==> src/rtl/conditioner_pkg.sv <==
// Shared parameters and helpers for the multi-channel input conditioner.
// Holds the default parameter values and the counter width function.
package conditioner_pkg;

    localparam int DEF_CHANNELS        = 4;
    localparam int DEF_SYNC_STAGES     = 2;
    localparam int DEF_DEBOUNCE_CYCLES = 4;
    localparam int DEF_HOLD_CYCLES     = 8;

    // Bits needed to count from 0 up to and including n.
    function automatic int cnt_width(input int n);
        return $clog2(n + 1);
    endfunction

endpackage

==> src/rtl/input_conditioner_channel.sv <==
// One conditioner channel: optional inversion, synchroniser, debouncer,
// edge detector and long-press (hold) detector.
//   clk, reset_n : clock, async active-low reset
//   invert       : 1 inverts the raw pin before synchronisation
//   noisysignal  : raw asynchronous pin
//   conditioned  : debounced level
//   positiveedge : 1-cycle pulse on a 0->1 update of conditioned
//   negativeedge : 1-cycle pulse on a 1->0 update of conditioned
//   hold         : 1-cycle pulse once conditioned has been high HOLD_CYCLES
module input_conditioner_channel
    import conditioner_pkg::*;
#(
    parameter int SYNC_STAGES     = DEF_SYNC_STAGES,
    parameter int DEBOUNCE_CYCLES = DEF_DEBOUNCE_CYCLES,
    parameter int HOLD_CYCLES     = DEF_HOLD_CYCLES
) (
    input  logic clk,
    input  logic reset_n,
    input  logic invert,
    input  logic noisysignal,
    output logic conditioned,
    output logic positiveedge,
    output logic negativeedge,
    output logic hold
);

    localparam int DW = cnt_width(DEBOUNCE_CYCLES);
    localparam int HW = cnt_width(HOLD_CYCLES);

    localparam logic [DW-1:0] DB_LAST   = DW'(DEBOUNCE_CYCLES - 1);
    localparam logic [HW-1:0] HOLD_MAX  = HW'(HOLD_CYCLES);
    localparam logic [HW-1:0] HOLD_LAST = HW'(HOLD_CYCLES - 1);

    logic [SYNC_STAGES-1:0] r_sync;
    logic [DW-1:0]          r_db_cnt;
    logic [HW-1:0]          r_hold_cnt;
    logic                   r_cond;
    logic                   r_pos;
    logic                   r_neg;
    logic                   r_hold;

    logic w_raw;
    logic w_synced;
    logic w_diff;
    logic w_accept;

    assign w_raw    = noisysignal ^ invert;
    assign w_synced = r_sync[SYNC_STAGES-1];
    assign w_diff   = w_synced ^ r_cond;
    // Final cycle of an unbroken mismatch run: take the new level now.
    assign w_accept = w_diff && (r_db_cnt == DB_LAST);

    always_ff @(posedge clk or negedge reset_n) begin
        if (!reset_n) begin
            r_sync <= '0;
        end else begin
            r_sync <= {r_sync[SYNC_STAGES-2:0], w_raw};
        end
    end

    always_ff @(posedge clk or negedge reset_n) begin
        if (!reset_n) begin
            r_db_cnt <= '0;
            r_cond   <= 1'b0;
        end else if (!w_diff) begin
            r_db_cnt <= '0;
        end else if (w_accept) begin
            r_db_cnt <= '0;
            r_cond   <= w_synced;
        end else begin
            r_db_cnt <= r_db_cnt + DW'(1);
        end
    end

    // Pulses are registered so they line up with the conditioned update.
    always_ff @(posedge clk or negedge reset_n) begin
        if (!reset_n) begin
            r_pos <= 1'b0;
            r_neg <= 1'b0;
        end else begin
            r_pos <= w_accept & w_synced;
            r_neg <= w_accept & ~w_synced;
        end
    end

    // Saturating counter gives exactly one hold pulse per press.
    always_ff @(posedge clk or negedge reset_n) begin
        if (!reset_n) begin
            r_hold_cnt <= '0;
            r_hold     <= 1'b0;
        end else begin
            r_hold <= r_cond && (r_hold_cnt == HOLD_LAST);
            if (!r_cond) begin
                r_hold_cnt <= '0;
            end else if (r_hold_cnt != HOLD_MAX) begin
                r_hold_cnt <= r_hold_cnt + HW'(1);
            end
        end
    end

    assign conditioned  = r_cond;
    assign positiveedge = r_pos;
    assign negativeedge = r_neg;
    assign hold         = r_hold;

endmodule

==> src/rtl/multi_input_conditioner.sv <==
// Multi-channel input conditioner: CHANNELS independent copies of the
// per-channel synchroniser / debouncer / edge / hold logic.
//   clk, reset_n : clock, async active-low reset
//   noisysignal  : raw asynchronous pins, one per channel
//   conditioned  : debounced levels
//   positiveedge : rise pulses
//   negativeedge : fall pulses
//   hold         : long-press pulses
module multi_input_conditioner
    import conditioner_pkg::*;
#(
    parameter int                  CHANNELS        = DEF_CHANNELS,
    parameter int                  SYNC_STAGES     = DEF_SYNC_STAGES,
    parameter int                  DEBOUNCE_CYCLES = DEF_DEBOUNCE_CYCLES,
    parameter int                  HOLD_CYCLES     = DEF_HOLD_CYCLES,
    parameter logic [CHANNELS-1:0] INVERT_MASK     = '0
) (
    input  logic                clk,
    input  logic                reset_n,
    input  logic [CHANNELS-1:0] noisysignal,
    output logic [CHANNELS-1:0] conditioned,
    output logic [CHANNELS-1:0] positiveedge,
    output logic [CHANNELS-1:0] negativeedge,
    output logic [CHANNELS-1:0] hold
);

    for (genvar g = 0; g < CHANNELS; g++) begin : g_ch
        input_conditioner_channel #(
            .SYNC_STAGES    (SYNC_STAGES),
            .DEBOUNCE_CYCLES(DEBOUNCE_CYCLES),
            .HOLD_CYCLES    (HOLD_CYCLES)
        ) u_ch (
            .clk         (clk),
            .reset_n     (reset_n),
            .invert      (INVERT_MASK[g]),
            .noisysignal (noisysignal[g]),
            .conditioned (conditioned[g]),
            .positiveedge(positiveedge[g]),
            .negativeedge(negativeedge[g]),
            .hold        (hold[g])
        );
    end

endmodule

==> config.mk <==
export PLATFORM = sky130hd
export DESIGN_NAME = multi_input_conditioner
export DESIGN_NICKNAME = d
export VERILOG_FILES = /design/src/rtl/conditioner_pkg.sv /design/src/rtl/input_conditioner_channel.sv /design/src/rtl/multi_input_conditioner.sv
export SDC_FILE = /design/constraint.sdc
export NUM_CORES = 1
export LEC_CHECK = 0
export BUFFER_PORTS_ARGS = -buffer_cell sky130_fd_sc_hd__buf_2
export CORE_ASPECT_RATIO = 1.2
export CORE_UTILIZATION = 45
export CTS_CLUSTER_DIAMETER = 60
export CTS_CLUSTER_SIZE = 12
export DETAILED_ROUTE_END_ITERATION = 10
export PLACE_DENSITY_LB_ADDON = 0.3
export RECOVER_POWER = 50
export SYNTH_ARGS = -nofsm -noshare
export SYNTH_HDL_FRONTEND = slang
export SYNTH_SLANG_ARGS = --single-unit
==> constraint.sdc <==
create_clock -name clk -period 1.05 [get_ports clk]
set_input_delay 0 -clock clk [delete_from_list [all_inputs] [get_ports clk]]
set_output_delay 0 -clock clk [all_outputs]
set_load 0.02 [all_outputs]
==> flow_metrics.tcl <==
set metrics [dict create \
    cts_buffers 5 \
    power_density_nw_per_um2 2307 \
    insertion_delay_ps 290 \
    ios 22 \
    fin_nets 241 \
    postRouteAntennaNets 0 \
    startpoint_type "flip-flop" \
    layout.core_utilization 0.5957 \
    dieArea_um2 5456 \
    rsz0062_at_grt "true" \
    drc_errors 0 \
    totalWireLength_um 3759 \
    synthesis.instances 182 \
    insertedDiodeCount 0 \
    ys_seq_area_frac 0.5600 \
    dp_slack_ps -65.90 \
    synth_warnings 0 \
    grt_max_degree 53 \
    core_area_um2 4940 \
    fin_crit_ps 1116 \
    irDropWorstVdd_uv 1080 \
    rows 28 \
    crit_fanout 3 \
    seq_area_um2 1305 \
    multiInputGateArea_um2 1065 \
    outcome "finished, violations left" \
    area_growth_pct 26.66 \
    fin_worst_skew_ps 4.319 \
    relSlewSlack 0.5554 \
    violations "negative setup slack" \
    clkTransAtPathRegs_ps 80 \
    cts_tree "built" \
    grt_pass1_vias 1502 \
    drv_cap 0 \
    drv_slew 0 \
    finalCritPeriodShare 1.063 \
    vias 1365 \
    tns_ps -326.5 \
    routabilityCongestion 0.6741 \
    drtIter0Drc 42 \
    fmax_mhz 896.0 \
    root_buffer "clkbuf_8" \
    wl_per_cell_um 13.28 \
    grt_pass1_wl_um 6279 \
    timing.final.ws_setup_ps -66.08 \
    die_h_um 80.72 \
    hp-class "in2reg" \
    ys_ff_latch 52 \
    place_area_um2 2539 \
    power_leakage_nw 1.412 \
    syn-num-nets 200 \
    layout_common_cells "dfrtp_1 (49), buf_4 (25), buf_2 (20)" \
    initial_core_util 0.4704 \
    clock-sinks 52 \
    final_common_cell "dfrtp_1" \
    syn_area_um2 2323 \
    cp.arrival_ps 1310 \
    critPathKind "reg2reg" \
    fin_area_um2 2943 \
    fillCellCount 386 \
    synthFlopType "dfrtp_1" \
    cp.required_ps 1240 \
    via_per_inst 4.823 \
    h-tree-depth 2 \
    syn_area_per_cell_um2 12.77 \
    finalSetupViolCount 9 \
    drive_gt1_frac 0.4753 \
    grt_usage 0.1572 \
    finalHoldWorstSlack_ps 338.6 \
    hold_viol 0 \
    chipWidth_um 67.60 \
    clock_path_buffers 2 \
    io_buffers 21 \
    antenna_found_initial 0 \
    end_kind "flip-flop" \
    dpl.hpwl_um 2380 \
    drt_pass1_iterations 4 \
    synth_edf_count 0 \
    async_flop_share 1.000 \
    ys_types 21 \
    overflow 0 \
    tightest_slew_ps 666.8 \
]
==> worst max-delay path: stages, from the launching register on <==
cell and delay [ps]:
dfrtp_1 420, inv_2 90, ha_4 140, nand3b_4 90, xnor2_1 130, and2_1 130
==> area by class of cell <==
class / count / area share
Clock buffer: 6 / 0.02466
Clock inverter: 1 / 0.001701
Inverter: 11 / 0.01403
Multi-Input combinational cell: 99 / 0.3618
Sequential cell: 52 / 0.4435
Tap cell: 60 / 0.02551
Timing Repair Buffer: 54 / 0.1288
==> layer usage <==
layer,track usage,vias up,share of wire
met5,0,-,0
met4,0.06596,0,0.016
met3,0.04688,6,0.031
met2,0.2861,20,0.55
met1,0.1622,676,0.41
li1,-,663,-
==> timing repair <==
action	in CTS	in global routing
hold buffers	5	0
gates resized for setup	8	29
setup buffers	9	7
endpoints found under the setup margin	16	31
hold endpoints to repair	56	0
pin swaps	4	6
==> cell usage after synthesis (all sizes together) (7+ instances only) <==
| cell | count | area, um^2 |
|---|---|---|
| dfrtp | 52 | 1301 |
| xnor2 | 12 | 105.1 |
| nand3b | 7 | 102.6 |
| ha | 12 | 150.1 |
| nand2b | 7 | 66.31 |
| nand3 | 8 | 40.04 |
| buf | 20 | 150.1 |
| and2 | 8 | 50.05 |
| nand2 | 7 | 26.28 |
| inv | 11 | 41.29 |
| nor3b | 16 | 120.1 |
==> path summary, 6_finish.rpt <==
path	from	to	slack [ps]	cells after the start
setup reg to reg	g_ch[3].u_ch.r_hold_cnt[0]	g_ch[3].u_ch.r_hold_cnt[0]	-70	5
hold / removal	noisysignal[3]	g_ch[3].u_ch.r_sync[0]	340	2
hold reg to reg	g_ch[0].u_ch.r_sync[0]	g_ch[0].u_ch.r_sync[1]	350	0
min in group asynchronous	reset_n	g_ch[0].u_ch.r_hold_cnt[0]	380	3
max in group asynchronous	reset_n	g_ch[2].u_ch.conditioned	190	3
setup / recovery	g_ch[3].u_ch.r_hold_cnt[0]	g_ch[3].u_ch.r_hold_cnt[0]	-70	5
==> flip-flops by register name, summed over array words and instances, names as in the netlist <==
| register | cells |
|---|---|
| g_ch.u_ch.hold | 4 |
| g_ch.u_ch.r_sync | 8 |
| g_ch.u_ch.conditioned | 4 |
| g_ch.u_ch.negativeedge | 4 |
| g_ch.u_ch.r_hold_cnt | 16 |
| g_ch.u_ch.positiveedge | 4 |
| g_ch.u_ch.r_db_cnt | 12 |
==> logic make-up (layout without fill, tap and decap cells) <==
group,after synthesis,count (layout),synth area share
adder cells (fa/ha/maj),12,12,0.06462
multiplexers,5,5,0.02369
AND/OR/NAND/NOR,62,62,0.2036
flip-flops,52,52,0.5600
XOR/XNOR,12,12,0.04523
buffers and inverters,31,72,0.08239
AO/OA/AOI/OAI,8,8,0.02046
==> power breakdown <==
part           total, mW  leakage, nW  switching [mW]  internal [mW]
combinational       2.82        0.692            1.17           1.64
sequential          2.93        0.679           0.508           2.42
clock               1.04       0.0410           0.589          0.454
total               6.79         1.41            2.27           4.52
==> per-stage QoR <==
stage          power [mW]  cells
2_1_floorplan       4.497    182
3_3_place_gp        4.766    255
3_5_place_dp        4.962    255
4_1_cts             6.374    276
5_1_grt             7.300    283
6_report            6.789    283
Power figures use the tool's default switching activity.
